**src/rtl/matmul_pkg.sv**
```systemverilog
// Types and constants shared by the matrix loader, systolic controller and result transmitter.
package matmul_pkg;

  typedef logic [15:0] mat4x4_t [0:3][0:3];

  localparam int unsigned CLKS_PER_BIT_125M_115200 = 1085;
  localparam logic [7:0]  SYNC_BYTE                = 8'hA5;

  typedef enum logic [1:0] {StIdle, StLoad, StWait, StDone} seq_state_e;

  typedef enum logic [1:0] {SerIdle, SerStartBit, SerData, SerStopBit} ser_state_e;

endpackage

```
**src/rtl/uart_tx_byte.sv**
```systemverilog
// 8N1 byte serializer; a byte offered during the last stop-bit cycle follows with no gap.
module uart_tx_byte
  import matmul_pkg::*;
#(
  parameter int unsigned CLKS_PER_BIT = CLKS_PER_BIT_125M_115200
) (
  input  logic       clk_i,
  input  logic       rst_ni,
  input  logic       valid_i,
  input  logic [7:0] data_i,
  output logic       ready_o,
  output logic       frame_end_o,
  output logic       tx_o
);

  localparam int unsigned CntW = (CLKS_PER_BIT > 1) ? $clog2(CLKS_PER_BIT) : 1;
  localparam logic [CntW-1:0] CntMax = CntW'(CLKS_PER_BIT - 1);

  ser_state_e      state_q, state_d;
  logic [CntW-1:0] cnt_q, cnt_d;
  logic [2:0]      bit_q, bit_d;
  logic [7:0]      shift_q, shift_d;
  logic            tx_q, tx_d;
  logic            tc;

  assign tc = (cnt_q == CntMax);

  always_ff @(posedge clk_i or negedge rst_ni) begin
    if (!rst_ni) begin
      state_q <= SerIdle;
      cnt_q   <= '0;
      bit_q   <= '0;
      shift_q <= '0;
      tx_q    <= 1'b1;
    end else begin
      state_q <= state_d;
      cnt_q   <= cnt_d;
      bit_q   <= bit_d;
      shift_q <= shift_d;
      tx_q    <= tx_d;
    end
  end

  always_comb begin
    state_d = state_q;
    cnt_d   = cnt_q;
    bit_d   = bit_q;
    shift_d = shift_q;
    tx_d    = tx_q;
    if (state_q != SerIdle) cnt_d = tc ? '0 : cnt_q + 1'b1;
    unique case (state_q)
      SerIdle: begin
        if (valid_i) begin
          shift_d = data_i;
          tx_d    = 1'b0;
          cnt_d   = '0;
          state_d = SerStartBit;
        end
      end
      SerStartBit: begin
        if (tc) begin
          tx_d    = shift_q[0];
          bit_d   = '0;
          state_d = SerData;
        end
      end
      SerData: begin
        if (tc) begin
          if (bit_q == 3'd7) begin
            tx_d    = 1'b1;
            state_d = SerStopBit;
          end else begin
            shift_d = shift_q >> 1;
            tx_d    = shift_q[1];
            bit_d   = bit_q + 3'd1;
          end
        end
      end
      SerStopBit: begin
        if (tc) begin
          if (valid_i) begin
            shift_d = data_i;
            tx_d    = 1'b0;
            state_d = SerStartBit;
          end else begin
            state_d = SerIdle;
          end
        end
      end
    endcase
  end

  always_comb begin
    ready_o     = (state_q == SerIdle) || ((state_q == SerStopBit) && tc);
    frame_end_o = (state_q == SerStopBit) && tc && !valid_i;
    tx_o        = tx_q;
  end

endmodule

```
**src/rtl/result_uart_tx.sv**
```systemverilog
// Streams a snapshot of the 4x4 result matrix over UART: optional sync byte, then each
// element high byte first in row-major order.
module result_uart_tx
  import matmul_pkg::*;
#(
  parameter int unsigned CLKS_PER_BIT = CLKS_PER_BIT_125M_115200,
  parameter bit          HEADER_EN    = 1'b1,
  parameter logic [7:0]  HEADER       = SYNC_BYTE
) (
  input  logic        clk,
  input  logic        rst_n,
  input  logic        start,
  input  logic [15:0] C [0:3][0:3],
  output logic        tx,
  output logic        busy,
  output logic        done
);

  localparam int unsigned NumBytes = HEADER_EN ? 33 : 32;
  localparam logic [5:0]  LastIdx  = 6'(NumBytes - 1);

  seq_state_e  state_q, state_d;
  logic [5:0]  byte_idx_q, byte_idx_d;
  logic        armed_q, armed_d;
  logic        busy_q, busy_d;
  logic        done_q, done_d;
  mat4x4_t     snap_q, snap_d;

  logic        ser_valid, ser_ready, ser_frame_end, ser_tx;
  logic [4:0]  pay_idx;
  logic [15:0] elem;
  logic [7:0]  ser_data;

  always_ff @(posedge clk or negedge rst_n) begin
    if (!rst_n) begin
      state_q    <= StIdle;
      byte_idx_q <= '0;
      armed_q    <= 1'b1;
      busy_q     <= 1'b0;
      done_q     <= 1'b0;
      for (int r = 0; r < 4; r++) begin
        for (int c = 0; c < 4; c++) snap_q[r][c] <= '0;
      end
    end else begin
      state_q    <= state_d;
      byte_idx_q <= byte_idx_d;
      armed_q    <= armed_d;
      busy_q     <= busy_d;
      done_q     <= done_d;
      snap_q     <= snap_d;
    end
  end

  always_comb begin
    state_d    = state_q;
    byte_idx_d = byte_idx_q;
    armed_d    = armed_q;
    snap_d     = snap_q;
    unique case (state_q)
      StIdle: begin
        if (!start) begin
          armed_d = 1'b1;
        end else if (armed_q) begin
          armed_d    = 1'b0;
          snap_d     = C;
          byte_idx_d = '0;
          state_d    = StLoad;
        end
      end
      StLoad: begin
        if (ser_ready) begin
          if (byte_idx_q == LastIdx) state_d = StWait;
          else byte_idx_d = byte_idx_q + 6'd1;
        end
      end
      StWait: if (ser_frame_end) state_d = StDone;
      StDone: state_d = StIdle;
    endcase
    // busy rises with the start bit, one cycle after the request is accepted
    busy_d = (state_q != StIdle) && (state_d != StIdle) && (state_d != StDone);
    done_d = (state_d == StDone);
  end

  always_comb begin
    pay_idx   = HEADER_EN ? 5'(byte_idx_q - 6'd1) : byte_idx_q[4:0];
    elem      = snap_q[pay_idx[4:3]][pay_idx[2:1]];
    ser_data  = (HEADER_EN && (byte_idx_q == 6'd0)) ? HEADER
              : (pay_idx[0] ? elem[7:0] : elem[15:8]);
    ser_valid = (state_q == StLoad);
    tx        = ser_tx;
    busy      = busy_q;
    done      = done_q;
  end

  uart_tx_byte #(
    .CLKS_PER_BIT(CLKS_PER_BIT)
  ) u_tx_byte (
    .clk_i      (clk),
    .rst_ni     (rst_n),
    .valid_i    (ser_valid),
    .data_i     (ser_data),
    .ready_o    (ser_ready),
    .frame_end_o(ser_frame_end),
    .tx_o       (ser_tx)
  );

endmodule

```
**config.mk**
```make
export PLATFORM = sky130hd
export DESIGN_NAME = result_uart_tx
export DESIGN_NICKNAME = d
export VERILOG_FILES = /design/src/rtl/matmul_pkg.sv /design/src/rtl/uart_tx_byte.sv /design/src/rtl/result_uart_tx.sv
export SDC_FILE = /design/constraint.sdc
export NUM_CORES = 1
export LEC_CHECK = 0
export ABC_AREA = 1
export ABC_CLOCK_PERIOD_IN_PS = 6000
export CAP_MARGIN = 20
export CORE_UTILIZATION = 35
export CTS_CLUSTER_SIZE = 16
export DETAILED_ROUTE_END_ITERATION = 12
export DONT_BUFFER_PORTS = 1
export PLACE_DENSITY = 0.61
export SYNTH_ARGS = -nofsm -noshare
export SYNTH_HDL_FRONTEND = slang
export SYNTH_SLANG_ARGS = --single-unit
```
**constraint.sdc**
```tcl
create_clock -name clk -period 6 [get_ports clk]
set_input_delay 1.2 -clock clk [delete_from_list [all_inputs] [get_ports clk]]
set_output_delay 1.2 -clock clk [all_outputs]
set_load 0.005 [all_outputs]
```
After elaboration in Yosys (flattened, before gate mapping) --
Index checks and enable logic that the tools add are counted.
Word-level totals: word-level logic and storage cells 122, output and inout port bits 3, bits in registers 292
Cells by class: magnitude comparators 2, add/sub/neg operators 4, bitwise operators 2, reduce and logical (&&, ||, !) cells 21, muxes and demuxes 46, equality and inequality tests 21
Operators by type and width (number):
- 64-bit binary-select mux with 2-bit select | 1
- 64-bit 2-to-1 mux | 2
- 8-bit 2-to-1 mux | 6
- 11-bit 2-to-1 mux | 4
- 16-bit binary-select mux with 2-bit select | 1
- 16-bit 2-to-1 mux | 2
- 6-bit 2-to-1 mux | 4
- 8-bit case mux with 3 select lines | 1
- 2-bit 2-to-1 mux | 10
- 2-bit case mux with 4 select lines | 2
- 2-bit != test, second input constant | 6
- 6-bit case mux with 2 select lines | 1
- 11-bit by 1-bit adder with 11-bit output, second input constant | 1
- 11-bit equality test, second input constant | 1
- 2-bit equality test, second input constant | 5
- 2-bit by 1-bit != test with 1-bit output, second input constant | 5
- 5-bit AND reduction | 2
- 2-bit nonzero test | 5
- 3-bit 2-to-1 mux | 3
- 4-bit AND reduction | 2
- 1-bit 2-to-1 mux | 7
- 6-bit by 1-bit adder with 6-bit output, second input constant | 1
- 6-bit equality test, second input constant | 1
- 3-bit greater-or-equal comparator, second input constant | 2
- other kinds (14) | 21

Longest topological paths before layout --
depth in word-level cells 13, gate-level depth with buffers 17, depth with buffers taken out 14

Modules after synthesis --
From an unflattened synthesis, not the netlist that was laid out.
Unflattened totals: cells, all modules 1948, area total of the unflattened synthesis 14437.6 sq um
Modules (own cells, without submodules):
- result_uart_tx | sequential area each 6682.7 sq um, instances 1, area each 12839.8 sq um, cells an instance 1732
- uart_tx_byte | sequential area each 626.9 sq um, instances 1, area each 1597.8 sq um, cells an instance 216

Least setup slack after synthesis --
No wires, ideal clock.
path type register to register, start reg byte_idx_q[0], end reg u_tx_byte.shift_q[0], clock period less this slack 2494 ps, path buffers 4, data arrival time 2373 ps, path slack 3506 ps, cell stages (with the launch flop) 15, data required time 5880 ps, cell sequence dfrtp_1 > inv_2 > clkbuf_1 > buf_1 > ha_1 > clkbuf_1 > inv_1 > buf_1 > nand3_1 > nand3_1 > nand2_1 > nand2_1 > nand3_1 > nand2_1 > nand2_1
Between the ends: longest elaborated chain between the ends 13, elaborated cells between the ends (all ways) 15, classes of those cells add/sub: 1; mux: 11; bitwise: 2; reduce/logical: 1
Ends and longest elaborated chain:
- start, declared | line result_uart_tx.sv:23 | logic [5:0] byte_idx_q, byte_idx_d;
- start signal, assigned | line result_uart_tx.sv:46 | byte_idx_q <= byte_idx_d;
- 5-bit by 1-bit subtractor with 5-bit output | line result_uart_tx.sv:85 | pay_idx = HEADER_EN ? 5'(byte_idx_q - 6'd1) : byte_idx_q[4:0];
- 2-bit inverter with 3-bit output (implied by the code) | line result_uart_tx.sv:86 | elem = snap_q[pay_idx[4:3]][pay_idx[2:1]];
- 64-bit binary-select mux with 2-bit select | line result_uart_tx.sv:86
- 64-bit 2-to-1 mux (implied by the code) (2 in a row) | line result_uart_tx.sv:86
- 16-bit binary-select mux with 2-bit select | line result_uart_tx.sv:86
- 16-bit 2-to-1 mux (implied by the code) (2 in a row) | line result_uart_tx.sv:86
- 8-bit 2-to-1 mux | line result_uart_tx.sv:88 | : (pay_idx[0] ? elem[7:0] : elem[15:8]);
- 8-bit 2-to-1 mux * | line result_uart_tx.sv:87 | ser_data = (HEADER_EN && (byte_idx_q == 6'd0)) ? HEADER
- 8-bit 2-to-1 mux * | line uart_tx_byte.sv:53, uart_tx_byte.sv:81
- 8-bit 2-to-1 mux | line uart_tx_byte.sv:80 | if (tc) begin
- 8-bit case mux with 3 select lines * | line uart_tx_byte.sv:51 | unique case (state_q)
- end signal, assigned | line uart_tx_byte.sv:39 | shift_q <= shift_d;
- end, declared | line uart_tx_byte.sv:22 | logic [7:0] shift_q, shift_d;
Every way passes the cells marked *; elsewhere a longest branch is shown, timed or not. The select of a mux whose other input is x is not followed. A chain may end at the register's enable or synchronous reset.

Worst setup path in the final report --
start reg byte_idx_q[0], end reg u_tx_byte.shift_q[2]
Same word-level chain as after synthesis.

==> flow_summary.json <==
{
  "status": "completed",
  "ys.warnings.count": 0,
  "port_buffers": 0,
  "setup_tns_ns": 0,
  "power_switching_w": 0.000830,
  "power_density_nw_per_um2": 262,
  "drtAntennaViolNets": 0,
  "irDropWorstVdd_mv": 0.260,
  "cts_hold_buf": 0,
  "maxCapViolCount": 0,
  "synth_seq_cells": 292,
  "gp_congestion": 0.872,
  "stdcell_area_um2": 15700,
  "r2r-end": "u_tx_byte.shift_q[2]$_DFFE_PN0P_",
  "grt_first_pass_wirelength_um": 64300,
  "finalCritPeriodShare_pct": 66.2,
  "r2r_setup_slack_ns": 2.03,
  "grt_max_degree": 293,
  "clkPwrFrac_pct": 52.0,
  "clk_latency_ns": 0.53,
  "setup_violations": 0,
  "rows": 73,
  "switching_share_pct": 20.2,
  "hold_violations": 0,
  "cts.sinks": 292,
  "r2r_cells": 14,
  "synthMostInstantiatedCell": "nand2_1",
  "clk_pin_slew_ns": 0.06,
  "synthCells": 1686,
  "cts_tree": "built",
  "tightest_slew_ns": 1.01,
  "skew_ns": 0.0140,
  "postCtsSetupBuffers": 0,
  "synthTopCellsByArea": "dfrtp_1 (51%), nand3_1 (9.3%), nand2_1 (8.2%)",
  "drt_iter0_markers": 1009,
  "cp_max_fo": 79,
  "antenna_found_initial": 8,
  "slew_viol_final": 0,
  "pwr-share-seq_pct": 47.9,
  "power.leakage_nw": 7.85,
  "hold_path_class": "input pin to async pin",
  "synth.avg_cell_area_um2": 8.44,
  "cts_buffers": 35,
  "fillerInstances": 4045,
  "die_width_um": 204,
  "firstDrtPassIters": 6,
  "syn_nets": 1956,
  "drive_above_1_share_pct": 10.7,
  "start_util_pct": 35.6,
  "viasPerCell": 5.14,
  "yosysTopAreaCell": "dfrtp_1",
  "post-route-util_pct": 39.3,
  "cp.required_ns": 6.42,
  "dpl_cell_area_um2": 14500,
  "clock_path_buffers": 3,
  "grt_pass1_vias": 10800,
  "core_um2": 39900,
  "post_cts_resized": 0,
  "power.internal_w": 0.00328,
  "place_ws_ns": 2.05,
  "async_flop_share_pct": 100,
  "rsz0062_at_grt": "no",
  "synth_top_area_share_pct": 51.0,
  "cts-root-buf": "clkbuf_16",
  "combPwrFrac_pct": 0,
  "ctsHtreeMaxLevel": 2,
  "fmax_mhz": 252,
  "setup_ws_ns": 2.03,
  "synth_area_um2": 14200,
  "postRouteWirelength_um": 42200,
  "layout_min_cycle_time_ns": 3.97,
  "grt_overflow": 0,
  "start_kind": "register",
  "max_slew_margin_pct": 33.0,
  "wl_per_cell_um": 19.3,
  "drc": 0,
  "area_growth_pct": 10.3,
  "synth_cell_types": 33,
  "io_pins": 262,
  "endpoint_kind": "register",
  "vias": 11300,
  "worstPathArrival_ns": 4.39,
  "r2r-start": "byte_idx_q[0]$_DFFE_PN0P_",
  "synthFlopType": "dfrtp_1",
  "die_area_um2": 41500,
  "track_usage_pct": 20.3,
  "path_class": "register to register",
  "fp.dieH_um": 204,
  "final_nets": 1907,
  "synth-edff-count": 0,
  "synth_common_cells": "nand2_1 (310), dfrtp_1 (290), nand3_1 (264)",
  "dp_hpwl_um": 29300,
  "seq_area_frac_synth_pct": 51.4
}
[through the flow]
| stage | total power (W) | cells | hold slack, ns |
|---|---|---|---|
| 6_report | 0.00411 | 2190 | 0.365 |
| 4_1_cts | 0.00417 | 2187 | 0.347 |
| 2_1_floorplan | 0.00201 | 1686 | 0.449 |
| 5_1_grt | 0.00424 | 2188 | 0.340 |
| 3_3_place_gp | 0.00201 | 2125 | 0.467 |
| 3_5_place_dp | 0.00201 | 2125 | 0.479 |
[worst max-delay path, cell delays in order, from the launching register on]
cell and delay [ns]:
dfrtp_1 0.81, inv_2 0.42, nand2_2 0.22, nand2_1 0.26, nand2_4 0.79, buf_4 0.53, nand2_1 0.11, nand3_1 0.14
nand3_1 0.11, nand3_1 0.10, nand3_1 0.10, nand2_1 0.09, nand2_1 0.05, nand2_1 0.06, nand2_1 0.04
[cell families after synthesis]
logic type	after synthesis	synth area share, %
simple gates	777	23.2
buf+inv	292	8.50
flops	292	51.4
compound gates	206	7.51
mux	100	7.92
fa+ha+maj	11	0.968
xor+xnor	8	0.493
[power by group through the flow]
stage / combinational [W] / sequential, W / clock [W]
CTS: 0.00000178 / 0.00197 / 0.00219
detailed placement: 0.00000178 / 0.00201 / 0
finish: 0.00000177 / 0.00197 / 0.00214
global placement: 0.00000177 / 0.00201 / 0
global route: 0.00000185 / 0.00197 / 0.00227
floorplan: 0.00000154 / 0.00201 / 0
[area by class of cell]
cell class | instances | area [µm²] | share of cell area [%]
clock inverter | 9 | 95.1 | 0.606
clock buffer | 53 | 1070 | 6.79
multi-input combinational | 1102 | 5730 | 36.5
sequential | 292 | 7310 | 46.6
tap | 525 | 657 | 4.19
inverter | 195 | 732 | 4.67
antenna | 3 | 7.51 | 0.0479
timing repair buffer | 11 | 95.1 | 0.606
[layer usage]
layer | track usage (%) | part of all wire, % | wire length (µm) | up-vias
met5 | 0 | 0.13 | 57 | -
met4 | 7.25 | 3.1 | 1310 | 10
met3 | 5.86 | 8.5 | 3610 | 87
met2 | 29.7 | 43 | 18200 | 411
met1 | 28.5 | 45 | 19100 | 5399
li1 | - | - | - | 5348
[sequential cells by signal, indices dropped and copies added (netlist names)]
signal and flops:
u_tx_byte.state_q 2, u_tx_byte.tx_o 1, armed_q 1, snap_q 256
busy 1, u_tx_byte.bit_q 3, u_tx_byte.cnt_q 11, byte_idx_q 6
done 1, u_tx_byte.shift_q 8, state_q 2
[worst max path at each step]
stage | start | to | slack (ns) | depth (start not counted)
after floorplan | byte_idx_q[0]$_DFFE_PN0P_ | u_tx_byte.shift_q[0]$_DFFE_PN0P_ | 3.51 | 14
after global placement | byte_idx_q[0]$_DFFE_PN0P_ | u_tx_byte.shift_q[2]$_DFFE_PN0P_ | 2.18 | 14
after detailed placement | byte_idx_q[0]$_DFFE_PN0P_ | u_tx_byte.shift_q[2]$_DFFE_PN0P_ | 2.05 | 14
after CTS | byte_idx_q[0]$_DFFE_PN0P_ | u_tx_byte.shift_q[2]$_DFFE_PN0P_ | 2.03 | 14
after global routing | byte_idx_q[0]$_DFFE_PN0P_ | u_tx_byte.shift_q[0]$_DFFE_PN0P_ | 1.64 | 14
final | byte_idx_q[0]$_DFFE_PN0P_ | u_tx_byte.shift_q[2]$_DFFE_PN0P_ | 2.03 | 14
[cell usage in the layout (no fill, tap or decap), types with 10 or more instances in the layout]
master / n
nand3_1: 264
clkbuf_16: 37
mux2_2: 100
nand2_1: 309
nor2_1: 186
inv_1: 193
buf_4: 10
o21ai_0: 14
ha_1: 11
a21oi_1: 175
dfrtp_1: 290
Note: power is estimated with default switching activity, not from simulation.
